**src/rtl/exception_unit.sv**
```systemverilog
// exception_unit: commit-stage exception/interrupt arbiter driving cp0 writes, pipeline flush and fetch redirect.
// Optional taken-exception counter enabled by defining EXC_STATS_EN.
module exception_unit #(
    parameter logic [31:0] EXC_VECTOR   = 32'hBFC00380,
    parameter int          FLUSH_CYCLES = 2
) (
    input  logic        clk,
    input  logic        rst,
    input  logic        commit_valid,
    output logic        commit_ready,
    input  logic [31:0] commit_pc,
    input  logic        commit_bd,
    input  logic        commit_adel_if,
    input  logic        commit_ri,
    input  logic        commit_ov,
    input  logic        commit_sys,
    input  logic        commit_bp,
    input  logic        commit_adel_ld,
    input  logic        commit_ades_st,
    input  logic        commit_eret,
    input  logic [31:0] commit_vaddr,
    input  logic        cp0_allow_interrupt,
    input  logic [7:0]  cp0_interrupt_flag,
    input  logic [31:0] cp0_epc,
    output logic        exp_en,
    output logic        exp_badvaddr_en,
    output logic [31:0] exp_badvaddr,
    output logic        exp_bd,
    output logic [4:0]  exp_code,
    output logic [31:0] exp_epc,
    output logic        exl_clean,
    output logic        flush,
    output logic        redirect_valid,
    input  logic        redirect_ready,
    output logic [31:0] redirect_pc,
    output logic [31:0] exc_count
);
    typedef enum logic [1:0] {IDLE, FLUSH, REDIRECT} state_t;

    state_t      state_q, state_d;
    logic [31:0] cnt_q, cnt_d;
    logic        commit_ready_q, commit_ready_d;
    logic        exp_en_q, exp_en_d;
    logic        exp_badvaddr_en_q, exp_badvaddr_en_d;
    logic [31:0] exp_badvaddr_q, exp_badvaddr_d;
    logic        exp_bd_q, exp_bd_d;
    logic [4:0]  exp_code_q, exp_code_d;
    logic [31:0] exp_epc_q, exp_epc_d;
    logic        exl_clean_q, exl_clean_d;
    logic        flush_q, flush_d;
    logic        redirect_valid_q, redirect_valid_d;
    logic [31:0] redirect_pc_q, redirect_pc_d;
    logic [4:0]  last_code_q, last_code_d;
    logic        last_bd_q, last_bd_d;

    logic        irq, exc, accept, bv_en;
    logic [4:0]  code;
    logic [31:0] bv, epc;

    assign irq    = cp0_allow_interrupt & |cp0_interrupt_flag;
    assign exc    = irq | commit_adel_if | commit_ri | commit_ov | commit_sys | commit_bp
                  | commit_adel_ld | commit_ades_st;
    assign accept = state_q == IDLE && commit_valid && (exc || commit_eret);

    always_comb begin
        code  = irq            ? 5'd0  :
                commit_adel_if ? 5'd4  :
                commit_ri      ? 5'd10 :
                commit_ov      ? 5'd12 :
                commit_sys     ? 5'd8  :
                commit_bp      ? 5'd9  :
                commit_adel_ld ? 5'd4  : 5'd5;
        // Data address errors only win when nothing above them in priority is raised.
        bv_en = !irq && (commit_adel_if || (!commit_ri && !commit_ov && !commit_sys && !commit_bp
                && (commit_adel_ld || commit_ades_st)));
        bv    = (!irq && commit_adel_if) ? commit_pc : commit_vaddr;
        epc   = commit_bd ? commit_pc - 32'd4 : commit_pc;
    end

    always_comb begin
        state_d           = state_q;
        cnt_d             = cnt_q;
        commit_ready_d    = commit_ready_q;
        exp_en_d          = 1'b0;
        exp_badvaddr_en_d = 1'b0;
        exp_badvaddr_d    = 32'd0;
        exp_bd_d          = 1'b0;
        exp_code_d        = 5'd0;
        exp_epc_d         = 32'd0;
        exl_clean_d       = 1'b0;
        flush_d           = flush_q;
        redirect_valid_d  = redirect_valid_q;
        redirect_pc_d     = redirect_pc_q;
        last_code_d       = last_code_q;
        last_bd_d         = last_bd_q;
        case (state_q)
            IDLE: if (accept) begin
                state_d           = FLUSH;
                cnt_d             = 32'(FLUSH_CYCLES - 1);
                commit_ready_d    = 1'b0;
                flush_d           = 1'b1;
                exp_en_d          = 1'b1;
                exl_clean_d       = !exc;
                exp_code_d        = exc ? code : last_code_q;
                exp_bd_d          = exc ? commit_bd : last_bd_q;
                exp_epc_d         = exc ? epc : cp0_epc;
                exp_badvaddr_en_d = exc && bv_en;
                exp_badvaddr_d    = (exc && bv_en) ? bv : 32'd0;
                redirect_pc_d     = exc ? EXC_VECTOR : cp0_epc;
                last_code_d       = exc ? code : last_code_q;
                last_bd_d         = exc ? commit_bd : last_bd_q;
            end
            FLUSH: if (cnt_q == 32'd0) begin
                state_d          = REDIRECT;
                flush_d          = 1'b0;
                redirect_valid_d = 1'b1;
            end else begin
                cnt_d = cnt_q - 32'd1;
            end
            REDIRECT: if (redirect_ready) begin
                state_d          = IDLE;
                redirect_valid_d = 1'b0;
                commit_ready_d   = 1'b1;
            end
            default: state_d = IDLE;
        endcase
    end

    always_ff @(posedge clk or posedge rst) begin
        if (rst) begin
            state_q           <= IDLE;
            cnt_q             <= 32'd0;
            commit_ready_q    <= 1'b1;
            exp_en_q          <= 1'b0;
            exp_badvaddr_en_q <= 1'b0;
            exp_badvaddr_q    <= 32'd0;
            exp_bd_q          <= 1'b0;
            exp_code_q        <= 5'd0;
            exp_epc_q         <= 32'd0;
            exl_clean_q       <= 1'b0;
            flush_q           <= 1'b0;
            redirect_valid_q  <= 1'b0;
            redirect_pc_q     <= 32'd0;
            last_code_q       <= 5'd0;
            last_bd_q         <= 1'b0;
        end else begin
            state_q           <= state_d;
            cnt_q             <= cnt_d;
            commit_ready_q    <= commit_ready_d;
            exp_en_q          <= exp_en_d;
            exp_badvaddr_en_q <= exp_badvaddr_en_d;
            exp_badvaddr_q    <= exp_badvaddr_d;
            exp_bd_q          <= exp_bd_d;
            exp_code_q        <= exp_code_d;
            exp_epc_q         <= exp_epc_d;
            exl_clean_q       <= exl_clean_d;
            flush_q           <= flush_d;
            redirect_valid_q  <= redirect_valid_d;
            redirect_pc_q     <= redirect_pc_d;
            last_code_q       <= last_code_d;
            last_bd_q         <= last_bd_d;
        end
    end

`ifdef EXC_STATS_EN
    logic [31:0] exc_count_q, exc_count_d;
    always_comb exc_count_d = (accept && exc && !(&exc_count_q)) ? exc_count_q + 32'd1 : exc_count_q;
    always_ff @(posedge clk or posedge rst) begin
        if (rst) exc_count_q <= 32'd0;
        else     exc_count_q <= exc_count_d;
    end
    assign exc_count = exc_count_q;
`else
    assign exc_count = 32'd0;
`endif

    assign commit_ready    = commit_ready_q;
    assign exp_en          = exp_en_q;
    assign exp_badvaddr_en = exp_badvaddr_en_q;
    assign exp_badvaddr    = exp_badvaddr_q;
    assign exp_bd          = exp_bd_q;
    assign exp_code        = exp_code_q;
    assign exp_epc         = exp_epc_q;
    assign exl_clean       = exl_clean_q;
    assign flush           = flush_q;
    assign redirect_valid  = redirect_valid_q;
    assign redirect_pc     = redirect_pc_q;
endmodule
```
**config.mk**
```make
export PLATFORM = sky130hd
export DESIGN_NAME = exception_unit
export DESIGN_NICKNAME = d
export VERILOG_FILES = /design/src/rtl/exception_unit.sv
export SDC_FILE = /design/constraint.sdc
export NUM_CORES = 1
export LEC_CHECK = 0
export CORE_ASPECT_RATIO = 0.8
export CORE_MARGIN = 2
export CORE_UTILIZATION = 40
export DETAILED_ROUTE_END_ITERATION = 6
export PLACE_DENSITY = 0.76
export SYNTH_ARGS = -nofsm -noshare
export SYNTH_HDL_FRONTEND = slang
export SYNTH_SLANG_ARGS = --single-unit
```
**constraint.sdc**
```tcl
create_clock -name clk -period 5.4 [get_ports clk]
set_input_delay 1.62 -clock clk [delete_from_list [all_inputs] [get_ports clk]]
set_output_delay 1.62 -clock clk [all_outputs]
set_load 0.05 [all_outputs]
```
==> results_dict.tcl <==
set metrics [dict create \
    status "complete, no violations" \
    timing.final.hold_violations 0 \
    synth_top_family_by_area "simple AND/OR/NAND/NOR gates" \
    post_synthesis_sequential_area_ratio 0.534 \
    rr_startpoint "cnt_q[22]" \
    post_synthesis_share_of_cell_area_spent_on_full_adders_half_adders_and_majority_gates 0.00361 \
    ys.warnings.count 0 \
    cap_viol_max_count 0 \
    peakVddDrop_mv 0.374 \
    timing.reg2reg.setup_slack_ns 2.27 \
    synth.area.mux_share 0.0101 \
    crit_required_ns 5.75 \
    global_route_overflow 0 \
    resized_cells_post_cts 0 \
    numCtsBuffers 17 \
    finish.net_count 1039 \
    post-route-period-util 0.711 \
    crit_path_max_fanout 42 \
    vias 6012 \
    synth.top_cells.by_count "sky130_fd_sc_hd__dfrtp_1 (147), sky130_fd_sc_hd__nand2_1 (123), sky130_fd_sc_hd__a21oi_1 (70)" \
    clock_tree.buffer_depth 2 \
    chipHeight_um 122 \
    ys_seq_elements 148 \
    floorplan.initialDensity 0.404 \
    largest_net_degree_at_the_start_of_global_routing 58 \
    timing.rr.end "cnt_q[1]" \
    dr.first_iter.drc_count 370 \
    worst_r2r_path_depth 5 \
    worst_hold_path.endpoint "commit_ready" \
    root_buffer_selected_by_cts "sky130_fd_sc_hd__clkbuf_16" \
    worstMarginPinSlew_ns 1.07 \
    power.leakage_nw 4.37 \
    routed_wl_um 20900 \
    postCtsSetupBuffers 0 \
    synth_top_cell_area_share 0.530 \
    core_region_area_um2 17200 \
    synth_area_um2 6940 \
    first_global_vias 5836 \
    tritoncts_num_sinks 148 \
    placement_rows 43 \
    synth_most_common_cell "sky130_fd_sc_hd__dfrtp_1" \
    floorplan.die.width_um 151 \
    drv_slew 0 \
    timing.critical_path.from_type "primary input" \
    grt_first_pass_wirelength_um 32100 \
    cp-end-kind "flop" \
    io_pins 258 \
    final.fill_count 1461 \
    timing.fmax_mhz 260 \
    drive_gt1_frac 0.0601 \
    detail_route.vias_per_cell 5.20 \
    path_clk_slew_ns 0.06 \
    min_delay_path_depth 2 \
    stdcell_area_um2 10000 \
    synth_enable_flop_cells 0 \
    detail-route-antenna-nets 0 \
    grtUsageTotal 0.230 \
    final-setup-viol-count 0 \
    drt-wirelength-per-cell_um 18.1 \
    cts.htree.levels 4 \
    yosys.area_share.simple 0.187 \
    dominantRegCellSynth "sky130_fd_sc_hd__dfrtp_1" \
    dieArea_um2 18400 \
    syn_inst_count 699 \
    syn2layout_area_growth_pct 44.3 \
    slew-limit-headroom 0.282 \
    layout_min_cycle_time_ns 3.84 \
    clk-insertion-delay-late_ns 0.41 \
    drt_drc_violations_left 0 \
    detailed_place.area_um2 9350 \
    final.setup_skew_ns 0.00630 \
    timing_worst_setup_path_type "in2reg" \
    proportion_of_register_bits_with_asynchronous_set_or_reset_after_synthesis 1.00 \
    grt_antenna_before_repair 0 \
    yosys.area.top_type "sky130_fd_sc_hd__dfrtp_1" \
    cp_data_arrival_time_ns 4.19 \
    gp_routability_congestion 0.820 \
    cts_tree "built" \
    dominant_cells_by_area_after_synthesis "sky130_fd_sc_hd__dfrtp_1 (53%), sky130_fd_sc_hd__nand2_1 (6.7%), sky130_fd_sc_hd__a21oi_1 (5.0%), sky130_fd_sc_hd__a22o_1 (4.9%), sky130_fd_sc_hd__buf_4 (3.5%)" \
    cts_hold_repair.buffers 0 \
    diodes 0 \
    drt_first_pass_iters 6 \
    fin_setup_tns_ns 0 \
    synth_xor_xnor_area_share 0.0480 \
    synth.lib_cells_used.distinct 55 \
    rsz0062_at_grt "no" \
    post-route-util 0.583 \
    postSynthAreaPerCell_um2 9.93 \
    area_fraction_in_compound_gates_after_synthesis 0.154 \
    portBuffers 225 \
    min-delay-path-class "reg2reg" \
    power_density_nw_per_um2 422 \
    hp-start "commit_ready" \
    post-dp-hpwl_um 14500 \
]
critical path: stages:
cell	delay, ns
sky130_fd_sc_hd__clkdlybuf4s50_1	0.40
sky130_fd_sc_hd__or4_1	0.55
sky130_fd_sc_hd__o21ai_1	0.45
sky130_fd_sc_hd__nand2_1	0.10
sky130_fd_sc_hd__buf_4	0.24
sky130_fd_sc_hd__nor2_4	0.13
sky130_fd_sc_hd__buf_4	0.42
sky130_fd_sc_hd__a22o_1	0.25
logic make-up after synthesis:
| family | Yosys count |
|---|---|
| AO/OA/AOI/OAI | 158 |
| XOR/XNOR | 38 |
| adder cells (fa/ha/maj) | 2 |
| buffers and inverters | 79 |
| flip-flops | 148 |
| multiplexers | 7 |
| other | 1 |
| AND/OR/NAND/NOR | 266 |
how the worst max path moves through the flow:
stage / from / endpoint / cells after the start
2_1_floorplan: cp0_interrupt_flag[5] / exp_epc[10] / 6
3_3_place_gp: cp0_interrupt_flag[5] / exp_epc[15] / 8
3_5_place_dp: cp0_interrupt_flag[1] / exp_epc[18] / 8
4_1_cts: cp0_interrupt_flag[1] / exp_epc[10] / 8
5_1_grt: cp0_interrupt_flag[1] / exp_epc[21] / 8
6_report: cp0_interrupt_flag[1] / exp_epc[10] / 8
cell usage in the layout, fill, tap and decap left out, types with 12 or more instances in the layout:
cell	count
sky130_fd_sc_hd__a22o_1	39
sky130_fd_sc_hd__or4_1	12
sky130_fd_sc_hd__xnor2_1	17
sky130_fd_sc_hd__xor2_1	21
sky130_fd_sc_hd__clkdlybuf4s50_1	225
sky130_fd_sc_hd__or3_1	16
sky130_fd_sc_hd__nand2_1	123
sky130_fd_sc_hd__nor2_1	30
sky130_fd_sc_hd__a21oi_1	69
sky130_fd_sc_hd__nor3_1	19
sky130_fd_sc_hd__dfrtp_1	147
sky130_fd_sc_hd__clkbuf_16	17
sky130_fd_sc_hd__nor4_1	20
sky130_fd_sc_hd__conb_1	32
through the flow:
stage	std cells	total power [mW]	hold slack [ns]	setup slack [ns]
after floorplan	730	2.46	0.444	1.88
after global placement	1125	2.87	0.452	1.22
after detailed placement	1125	2.89	0.455	1.16
after CTS	1157	4.24	0.481	1.58
after global routing	1157	4.44	0.508	1.39
final	1157	4.22	0.476	1.56
power breakdown:
group | total [mW] | switching [mW] | internal (mW) | leakage (nW)
sequential | 1.46 | 0.161 | 1.30 | 1.98
combinational | 1.43 | 0.924 | 0.510 | 2.08
clock | 1.33 | 0.456 | 0.870 | 0.317
total | 4.22 | 1.54 | 2.68 | 4.37
flip-flops by register name, summed over array words and instances, names as in the netlist:
register and flops:
exp_bd 1, exl_clean 1, last_bd_q 1, redirect_valid 1, redirect_pc 32, exp_en 1, cnt_q 32, exp_epc 32
flush 1, exp_badvaddr_en 1, last_code_q 5, state_q 2, exp_code 5, exp_badvaddr 32, commit_ready 1
per-layer routing:
layer  global-route usage  vias up  wire length, µm
met1                0.317     2891             9390
met2                0.356      250             9570
met4               0.0730        0              361
li1                     -     2843                -
met5                    0        -                0
met3               0.0573       28             1570
cell type report:
cell class                 count  area (µm²)  share of cell area
clock buffer                  24         492              0.0491
clock inverter                 8         170              0.0170
multi-input combinational    503        2950               0.295
timing repair buffer         236        2360               0.236
sequential                   148        3700               0.370
tap                          225         282              0.0281
inverter                      13        52.6             0.00525
No activity file was read; power rests on OpenSTA's default activity.
